$ cat src/rtl/hmem_arbiter_if.sv
// rtl/hmem_arbiter_if.sv - reset interface carrying the asynchronous active-low reset
interface reset_if;
    logic rst_n;

    modport sink   (input  rst_n);
    modport source (output rst_n);
endinterface

$ cat src/rtl/hmem_arbiter.sv
// rtl/hmem_arbiter.sv - two-requester round-robin arbiter onto the main-memory port (optional stats: HMEM_ARB_STATS_EN)
module hmem_arbiter #(
    parameter int XLEN    = 32,
    parameter int NUM_REQ = 2
) (
    input  logic                           clk_i,
    reset_if.sink                          rst_if,
    input  logic [NUM_REQ-1:0]             req_valid_i,
    input  logic [NUM_REQ-1:0]             req_lock_i,
    input  logic [NUM_REQ-1:0]             req_write_i,
    input  logic [NUM_REQ-1:0][XLEN-1:0]   req_addr_i,
    input  logic [NUM_REQ-1:0][XLEN-1:0]   req_wdata_i,
    output logic [NUM_REQ-1:0]             req_fulfilled_o,
    output logic [XLEN-1:0]                req_rdata_o,
    output logic                           mem_valid_o,
    output logic                           mem_write_o,
    output logic [XLEN-1:0]                mem_addr_o,
    output logic [XLEN-1:0]                mem_wdata_o,
    input  logic [XLEN-1:0]                mem_rdata_i,
    input  logic                           mem_fulfilled_i
`ifdef HMEM_ARB_STATS_EN
    ,
    output logic [NUM_REQ-1:0][31:0]       stat_grants_o,
    output logic [NUM_REQ-1:0][31:0]       stat_wait_cycles_o
`endif
);

    typedef enum logic [1:0] {
        S_IDLE,
        S_ISSUE,
        S_RESPOND
    } state_e;

    state_e               state_q, state_d;
    logic                 owner_q, owner_d;
    logic                 last_owner_q, last_owner_d;
    logic                 mem_valid_q, mem_valid_d;
    logic                 mem_write_q, mem_write_d;
    logic [XLEN-1:0]      mem_addr_q, mem_addr_d;
    logic [XLEN-1:0]      mem_wdata_q, mem_wdata_d;
    logic [NUM_REQ-1:0]   req_fulfilled_q, req_fulfilled_d;
    logic [XLEN-1:0]      req_rdata_q, req_rdata_d;
    logic                 grant;

    // State and registered memory/response fields; reset drops an in-flight beat at once
    always_ff @(posedge clk_i or negedge rst_if.rst_n) begin
        if (!rst_if.rst_n) begin
            state_q         <= S_IDLE;
            owner_q         <= 1'b0;
            last_owner_q    <= 1'b1;
            mem_valid_q     <= 1'b0;
            mem_write_q     <= 1'b0;
            mem_addr_q      <= '0;
            mem_wdata_q     <= '0;
            req_fulfilled_q <= '0;
            req_rdata_q     <= '0;
        end else begin
            state_q         <= state_d;
            owner_q         <= owner_d;
            last_owner_q    <= last_owner_d;
            mem_valid_q     <= mem_valid_d;
            mem_write_q     <= mem_write_d;
            mem_addr_q      <= mem_addr_d;
            mem_wdata_q     <= mem_wdata_d;
            req_fulfilled_q <= req_fulfilled_d;
            req_rdata_q     <= req_rdata_d;
        end
    end

    // Arbitration, beat issue and response sequencing
    always_comb begin
        state_d         = state_q;
        owner_d         = owner_q;
        last_owner_d    = last_owner_q;
        mem_valid_d     = mem_valid_q;
        mem_write_d     = mem_write_q;
        mem_addr_d      = mem_addr_q;
        mem_wdata_d     = mem_wdata_q;
        req_fulfilled_d = '0;
        req_rdata_d     = req_rdata_q;
        grant           = 1'b0;

        unique case (state_q)
            S_IDLE: begin
                if (req_valid_i != '0) begin
                    // on a tie the requester that did not own the last burst wins
                    if (req_valid_i[0] && req_valid_i[1]) begin
                        grant = ~last_owner_q;
                    end else begin
                        grant = req_valid_i[1];
                    end
                    owner_d     = grant;
                    mem_valid_d = 1'b1;
                    mem_write_d = req_write_i[grant];
                    mem_addr_d  = req_addr_i[grant];
                    mem_wdata_d = req_wdata_i[grant];
                    state_d     = S_ISSUE;
                end
            end
            S_ISSUE: begin
                if (mem_fulfilled_i) begin
                    if (!mem_write_q) begin
                        req_rdata_d = mem_rdata_i;
                    end
                    mem_valid_d              = 1'b0;
                    req_fulfilled_d[owner_q] = 1'b1;
                    state_d                  = S_RESPOND;
                end
            end
            S_RESPOND: begin
                // a locked owner chains its next beat without re-arbitration
                if (req_lock_i[owner_q] && req_valid_i[owner_q]) begin
                    mem_valid_d = 1'b1;
                    mem_write_d = req_write_i[owner_q];
                    mem_addr_d  = req_addr_i[owner_q];
                    mem_wdata_d = req_wdata_i[owner_q];
                    state_d     = S_ISSUE;
                end else begin
                    last_owner_d = owner_q;
                    state_d      = S_IDLE;
                end
            end
            default: begin
                state_d = S_IDLE;
            end
        endcase
    end

    assign req_fulfilled_o = req_fulfilled_q;
    assign req_rdata_o     = req_rdata_q;
    assign mem_valid_o     = mem_valid_q;
    assign mem_write_o     = mem_write_q;
    assign mem_addr_o      = mem_addr_q;
    assign mem_wdata_o     = mem_wdata_q;

`ifdef HMEM_ARB_STATS_EN
    logic [NUM_REQ-1:0][31:0] stat_grants_q;
    logic [NUM_REQ-1:0][31:0] stat_wait_q;

    // Saturating per-requester grant and contention counters
    always_ff @(posedge clk_i or negedge rst_if.rst_n) begin
        if (!rst_if.rst_n) begin
            stat_grants_q <= '0;
            stat_wait_q   <= '0;
        end else begin
            for (int r = 0; r < NUM_REQ; r++) begin
                if (state_q == S_IDLE && state_d == S_ISSUE && owner_d == 1'(r)
                    && stat_grants_q[r] != 32'hFFFF_FFFF) begin
                    stat_grants_q[r] <= stat_grants_q[r] + 32'd1;
                end
                if (req_valid_i[r] && state_q != S_IDLE && owner_q != 1'(r)
                    && stat_wait_q[r] != 32'hFFFF_FFFF) begin
                    stat_wait_q[r] <= stat_wait_q[r] + 32'd1;
                end
            end
        end
    end

    assign stat_grants_o      = stat_grants_q;
    assign stat_wait_cycles_o = stat_wait_q;
`endif

endmodule

$ cat src/flat_wrapper.sv
// flat-port wrapper written by rule: the top's interface ports become plain ports
module hmem_arbiter_flat 
#(
    parameter int XLEN    = 32,
    parameter int NUM_REQ = 2
)
  (clk_i, req_valid_i, req_lock_i, req_write_i, req_addr_i, req_wdata_i, req_fulfilled_o, req_rdata_o, mem_valid_o, mem_write_o, mem_addr_o, mem_wdata_o, mem_rdata_i, mem_fulfilled_i, rst_if_rst_n);
  reset_if rst_if_i ();
  input  logic clk_i;
  input  logic [NUM_REQ-1:0] req_valid_i;
  input  logic [NUM_REQ-1:0] req_lock_i;
  input  logic [NUM_REQ-1:0] req_write_i;
  input  logic [NUM_REQ-1:0][XLEN-1:0] req_addr_i;
  input  logic [NUM_REQ-1:0][XLEN-1:0] req_wdata_i;
  output logic [NUM_REQ-1:0] req_fulfilled_o;
  output logic [XLEN-1:0] req_rdata_o;
  output logic mem_valid_o;
  output logic mem_write_o;
  output logic [XLEN-1:0] mem_addr_o;
  output logic [XLEN-1:0] mem_wdata_o;
  input  logic [XLEN-1:0] mem_rdata_i;
  input  logic mem_fulfilled_i;
  input wire logic [$bits(rst_if_i.rst_n)-1:0] rst_if_rst_n;
  assign rst_if_i.rst_n = rst_if_rst_n;
  hmem_arbiter #(.XLEN(XLEN), .NUM_REQ(NUM_REQ)) u_core (.clk_i(clk_i), .rst_if(rst_if_i), .req_valid_i(req_valid_i), .req_lock_i(req_lock_i), .req_write_i(req_write_i), .req_addr_i(req_addr_i), .req_wdata_i(req_wdata_i), .req_fulfilled_o(req_fulfilled_o), .req_rdata_o(req_rdata_o), .mem_valid_o(mem_valid_o), .mem_write_o(mem_write_o), .mem_addr_o(mem_addr_o), .mem_wdata_o(mem_wdata_o), .mem_rdata_i(mem_rdata_i), .mem_fulfilled_i(mem_fulfilled_i));
endmodule
$ cat config.mk
export PLATFORM = sky130hd
export DESIGN_NAME = hmem_arbiter_flat
export DESIGN_NICKNAME = d
export VERILOG_FILES = /design/src/rtl/hmem_arbiter_if.sv /design/src/rtl/hmem_arbiter.sv /design/src/flat_wrapper.sv
export SDC_FILE = /design/constraint.sdc
export NUM_CORES = 1
export LEC_CHECK = 0
export CAP_MARGIN = 20
export CORE_AREA = 2 2 107 109
export CTS_BUF_LIST = sky130_fd_sc_hd__clkbuf_4
export CTS_CLUSTER_DIAMETER = 60
export CTS_CLUSTER_SIZE = 24
export DETAILED_ROUTE_END_ITERATION = 10
export DIE_AREA = 0 0 109 111
export PLACE_DENSITY = 0.95
export SLEW_MARGIN = 20
export SYNTH_ARGS = -nofsm -noshare
export SYNTH_HDL_FRONTEND = slang
export SYNTH_SLANG_ARGS = --single-unit
export TNS_END_PERCENT = 5
$ cat constraint.sdc
create_clock -name clk_i -period 2.9 [get_ports clk_i]
set_input_delay 0.58 -clock clk_i [delete_from_list [all_inputs] [get_ports clk_i]]
set_output_delay 0.58 -clock clk_i [all_outputs]
set_load 0.05 [all_outputs]
# After elaboration in Yosys (flattened, before gate mapping)
# Cells that the tools add are included.
dict set report word_totals {
  regBits 104
  inputBits 169
  out_inout_bits 100
  wordCells 73
}
dict set report op_classes {
  order_cmp 3
  eq_ne 5
  muxes 40
  bitwise 3
  n_reduce_logical 13
}
# operator count
set ops {}
lappend ops {{$mux W32} 12}
lappend ops {{$pmux W32 S2} 2}
lappend ops {{$mux W1} 18}
lappend ops {{$mux W2} 4}
lappend ops {{$pmux W2 S3} 1}
lappend ops {{$reduce_and A2 Y1} 3}
lappend ops {{$reduce_and A3 Y1} 2}
lappend ops {{$lt A1 B2 Y1 const B} 2}
lappend ops {{$ne A2 B1 Y1 const B} 2}
lappend ops {{$reduce_and A4 Y1} 1}
lappend ops {{$reduce_bool A2 Y1} 2}
lappend ops {{$logic_and A1 B1 Y1} 3}
lappend ops {{$not A1 Y1} 3}
lappend ops {{$pmux W1 S3} 1}
lappend ops {{$reduce_bool A3 Y1} 1}
lappend ops {{$eq A2 B1 Y1 const B} 1}
lappend ops {{$eq A2 B2 Y1 const B} 1}
lappend ops {{$logic_not A2 Y1} 1}
lappend ops {{$ne A2 B2 Y1 const B} 1}
lappend ops {{$pmux W1 S2} 1}
lappend ops {{$demux W1 S1} 1}
lappend ops {{$ge A1 B1 Y1 const B} 1}

# Logic depth before layout (Yosys ltp)
dict set report depth {
  depth_word 8
  mapped_depth 7
  depth_no_buf 4
}

# Least setup slack after synthesis
# OpenSTA, ideal clock, no wires.
dict set report synth_path {
  kind {input port to flip-flop}
  startpoint {input mem_fulfilled_i}
  endpoint {register u_core.req_rdata_q[0], in the netlist u_core.req_rdata_o[0]}
  setup_ns 0.125
  arrival_time_ns 1.614
  t_required_ns 2.775
  path_slack_ns 1.161
  stages 5
  path_buffers 1
  cell_sequence {nand2_1 -> or2_2 -> nor2_2 -> buf_4 -> mux2_2}
}
dict set report synth_via {
  elab_chain_len 1
}
# element line
set synth_lines {}
lappend synth_lines {{from (decl)} flat_wrapper.sv:22} ;# input logic mem_fulfilled_i;
lappend synth_lines {{$reduce_and A3 Y1 (no source line)} n/a}
lappend synth_lines {{to (signal assigned)} hmem_arbiter.sv:66} ;# req_rdata_q <= req_rdata_d;
lappend synth_lines {{to (decl)} hmem_arbiter.sv:42} ;# logic [XLEN-1:0] req_rdata_q, req_rdata_d;
# No other way between the ends.
# A chain may end at the register's enable or synchronous reset.

# Worst setup path in the final report
dict set report layout_path {
  startpoint {register u_core.mem_write_q, in the netlist u_core.mem_write_o}
  endpoint {output mem_write_o}
}
# element line
set layout_lines {}
lappend layout_lines {{from (decl)} hmem_arbiter.sv:38} ;# logic mem_write_q, mem_write_d;
lappend layout_lines {{from (signal assigned)} hmem_arbiter.sv:62} ;# mem_write_q <= mem_write_d;
lappend layout_lines {{to (decl)} flat_wrapper.sv:18} ;# output logic mem_write_o;
# No word-level cell between the ends.

==> out/qor.txt <==
CTS tree = yes
hold_buf cts = 0
critical path fanouts, max = 3
final max-slew violation count = 0
Fin Setup TNS = 0 ns
post-route insts no fill = 791
cts repair resizes = 0
worst hold path type = in2async
Post-DP HPWL = 10400 um
sw power = 4.674 mW
worst path required time = 2.32 ns
final hold vios = 0
Cell Chain, Critical Path = clkdlybuf4s50_1
DRT Pass-1 Iters = 4
stages on the worst setup path = 1
critical path class = reg2out
Overall Power = 9.235 mW
hold slack = 0.1136 ns
Routed Antenna Nets = 0
Worst Setup Start Kind = register
antenna violations before repair = 0
GR Util met3 = 0.07113
Std-Cell Rows = 39
cell-internal power = 4.560 mW
Peak Freq = 0.4265 GHz
sequential-to-total area share from yosys stat = 0.5765
GR Layer Usage met2 = 0.3917
gpl congestion = 0.7979
Design Area, Final = 7507 um^2
vias post-DR = 3862
WL per Instance = 16.94 um
VDD IR max = 0.7634 mV
Clock Latency Late Sink = 0.47 ns
Yosys cell types = 25
first-pass GRT wire length = 20160 um
Mapped Area = 4517 um^2
Critical Path Max Stage Delay = 0.86 ns
H-Tree Depth = 3
post-route setup slack = 0.5555 ns
Max clock buf depth = 2
DRC viols = 0
Syn Area/Cell = 11.89 um^2
reg2reg end = u_core.mem_addr_o[19]
Starting Density = 0.4078
crit path max-delay cell type = clkdlybuf4s50_1
Slew HR = 0.5735
Comb pwr share = 0.635
R2R depth = 5
final period utilization = 0.8085
Layout Nets = 812
crit path launch = u_core.mem_write_o
leak pwr = 3.186 nW
Final Core Density = 0.6777
worst slew pin tran = 0.6397 ns
number of synthesized flops with an enable pin = 0
total CTS buffers = 9
busiest metal layer after global routing = met2
clk slew on worst S/H paths = 0.16 ns
final-report setup violation count = 0
P per Cell Area = 1230 nW/um^2
post-CTS setup buffer count = 0
Worst R2R Start = u_core.owner_q
Syn. warnings = 0
Core ar. = 11080 um^2
sequential share of power = 0.282
area growth from synthesis to layout = 66.20%
minimum clock period after layout = 2.345 ns
Die Area = 12100 um^2
worst path buffer plus inverter count = 1
Worst EP arrival = 1.76 ns
Clk Tree Root Cell = clkbuf_4
worst slack, placed = 0.3288 ns
Post-Syn Instances = 380
outcome = complete, no violations
Worst R2R Setup Slack = 0.84 ns
RSZ-0062 raised after global routing = false
Clk pwr share = 0.083
I/O pins = 269
Area after DPL = 7361 um^2
most common flop cell mapped by yosys = dfrtp_1
Die Height = 111 um
clk sink count = 104
crit path to = mem_write_o
dpl cells = 775
Syn Nets = 549
Buffers on Ports = 268
1st-iter DRT viols = 171
vias in the first global route = 4069
Top delay family on crit path = buffers and inverters
Crit. End Element = primary output
post-synthesis async set-or-reset flop share = 1.000
largest net degree at the start of global routing = 122
Max Cap Viol = 0
fill count = 796
Yosys reg bits = 104
vias per inst = 4.882
Sw Ratio = 0.5062
Antenna Cells = 0
GRT Util Overall = 0.2175
gr ovfl total = 0
Worst Clk Skew = 0.02133 ns
Total Wirelength = 13400 um
ratio of cells with drive above 1 in the final layout = 0.09877
GR Layer Usage met1 = 0.2375
chip width = 109 um
[cells by family after synthesis]
group	Yosys count	synth area share
flops	104	0.5765
mux	99	0.2285
simple gates	79	0.07202
compound gates	72	0.08477
buf+inv	26	0.03823
[flip-flops by register name (all words and copies together) (netlist names)]
| register | cells |
|---|---|
| u_core.mem_valid_o | 1 |
| u_core.mem_write_o | 1 |
| u_core.owner_q | 1 |
| u_core.state_q | 2 |
| u_core.req_rdata_o | 32 |
| u_core.mem_wdata_o | 32 |
| u_core.last_owner_q | 1 |
| u_core.mem_addr_o | 32 |
| u_core.req_fulfilled_o | 2 |
[cell type report]
cell class	count	area [um^2]	share of cell area
Sequential cell	104	2604	0.3468
Inverter	1	3.754	0.0005000
Multi-Input combinational cell	250	1764	0.2350
Clock inverter	7	78.83	0.01050
Tap cell	143	178.9	0.02383
Timing Repair Buffer	277	2810	0.3743
Clock buffer	9	67.56	0.009000
[Yosys cell counts (2+ instances only)]
library cell | instances | area (um^2)
buf_2 | 12 | 60.06
mux2i_1 | 66 | 660.6
buf_6 | 3 | 33.78
nand3b_1 | 2 | 15.01
a31oi_1 | 2 | 12.51
nand2b_1 | 2 | 12.51
nor2_1 | 67 | 251.5
a21oi_1 | 66 | 330.3
mux2_2 | 32 | 360.4
dfrtp_1 | 103 | 2577
or2_2 | 2 | 12.51
buf_4 | 10 | 75.07
[power groups by stage]
stage          registers [mW]  logic, mW  clock network [mW]
2_1_floorplan            4.96       1.48                   0
3_3_place_gp             2.58       5.77                   0
3_5_place_dp             2.64       5.90                   0
4_1_cts                  2.61       5.92               0.797
5_1_grt                  2.69       6.14               0.860
6_report                 2.60       5.86               0.767
[worst min path at each step]
stage / end / cells past startpoint
6_report: u_core.mem_wdata_o[18] / 1
2_1_floorplan: u_core.mem_addr_o[0] / 0
5_1_grt: u_core.mem_wdata_o[11] / 1
3_5_place_dp: u_core.req_rdata_o[30] / 1
3_3_place_gp: u_core.req_rdata_o[1] / 1
4_1_cts: u_core.mem_wdata_o[18] / 1
[worst reg2reg max path, delay by kind of cell (launching register included)]
family,cells,cell delay [ns]
flip-flops,1,0.51
AO/OA/AOI/OAI,2,0.59
AND/OR/NAND/NOR,2,0.52
buffers and inverters,1,0.38
[cell usage in the layout (no fill, tap or decap), types with 2 or more instances in the layout]
| master | Yosys | final |
|---|---|---|
| clkdlybuf4s50_1 | 0 | 267 |
| mux2_2 | 32 | 32 |
| dfrtp_1 | 103 | 103 |
| buf_12 | 0 | 5 |
| nor2_1 | 67 | 67 |
| nand2b_1 | 2 | 2 |
| mux2i_1 | 66 | 65 |
| or2_2 | 2 | 2 |
| clkinvlp_4 | 0 | 2 |
| clkbuf_4 | 0 | 9 |
| a31oi_1 | 2 | 2 |
| nand3b_1 | 2 | 2 |
| buf_4 | 10 | 5 |
| a21oi_1 | 66 | 66 |
[routing by layer]
metal  wire (um)  part of all wire
met1        4868              0.36
met2        6979              0.52
met3        1289             0.096
met4         263             0.020
met5           0                 0
Power figures use the tool's default switching activity.
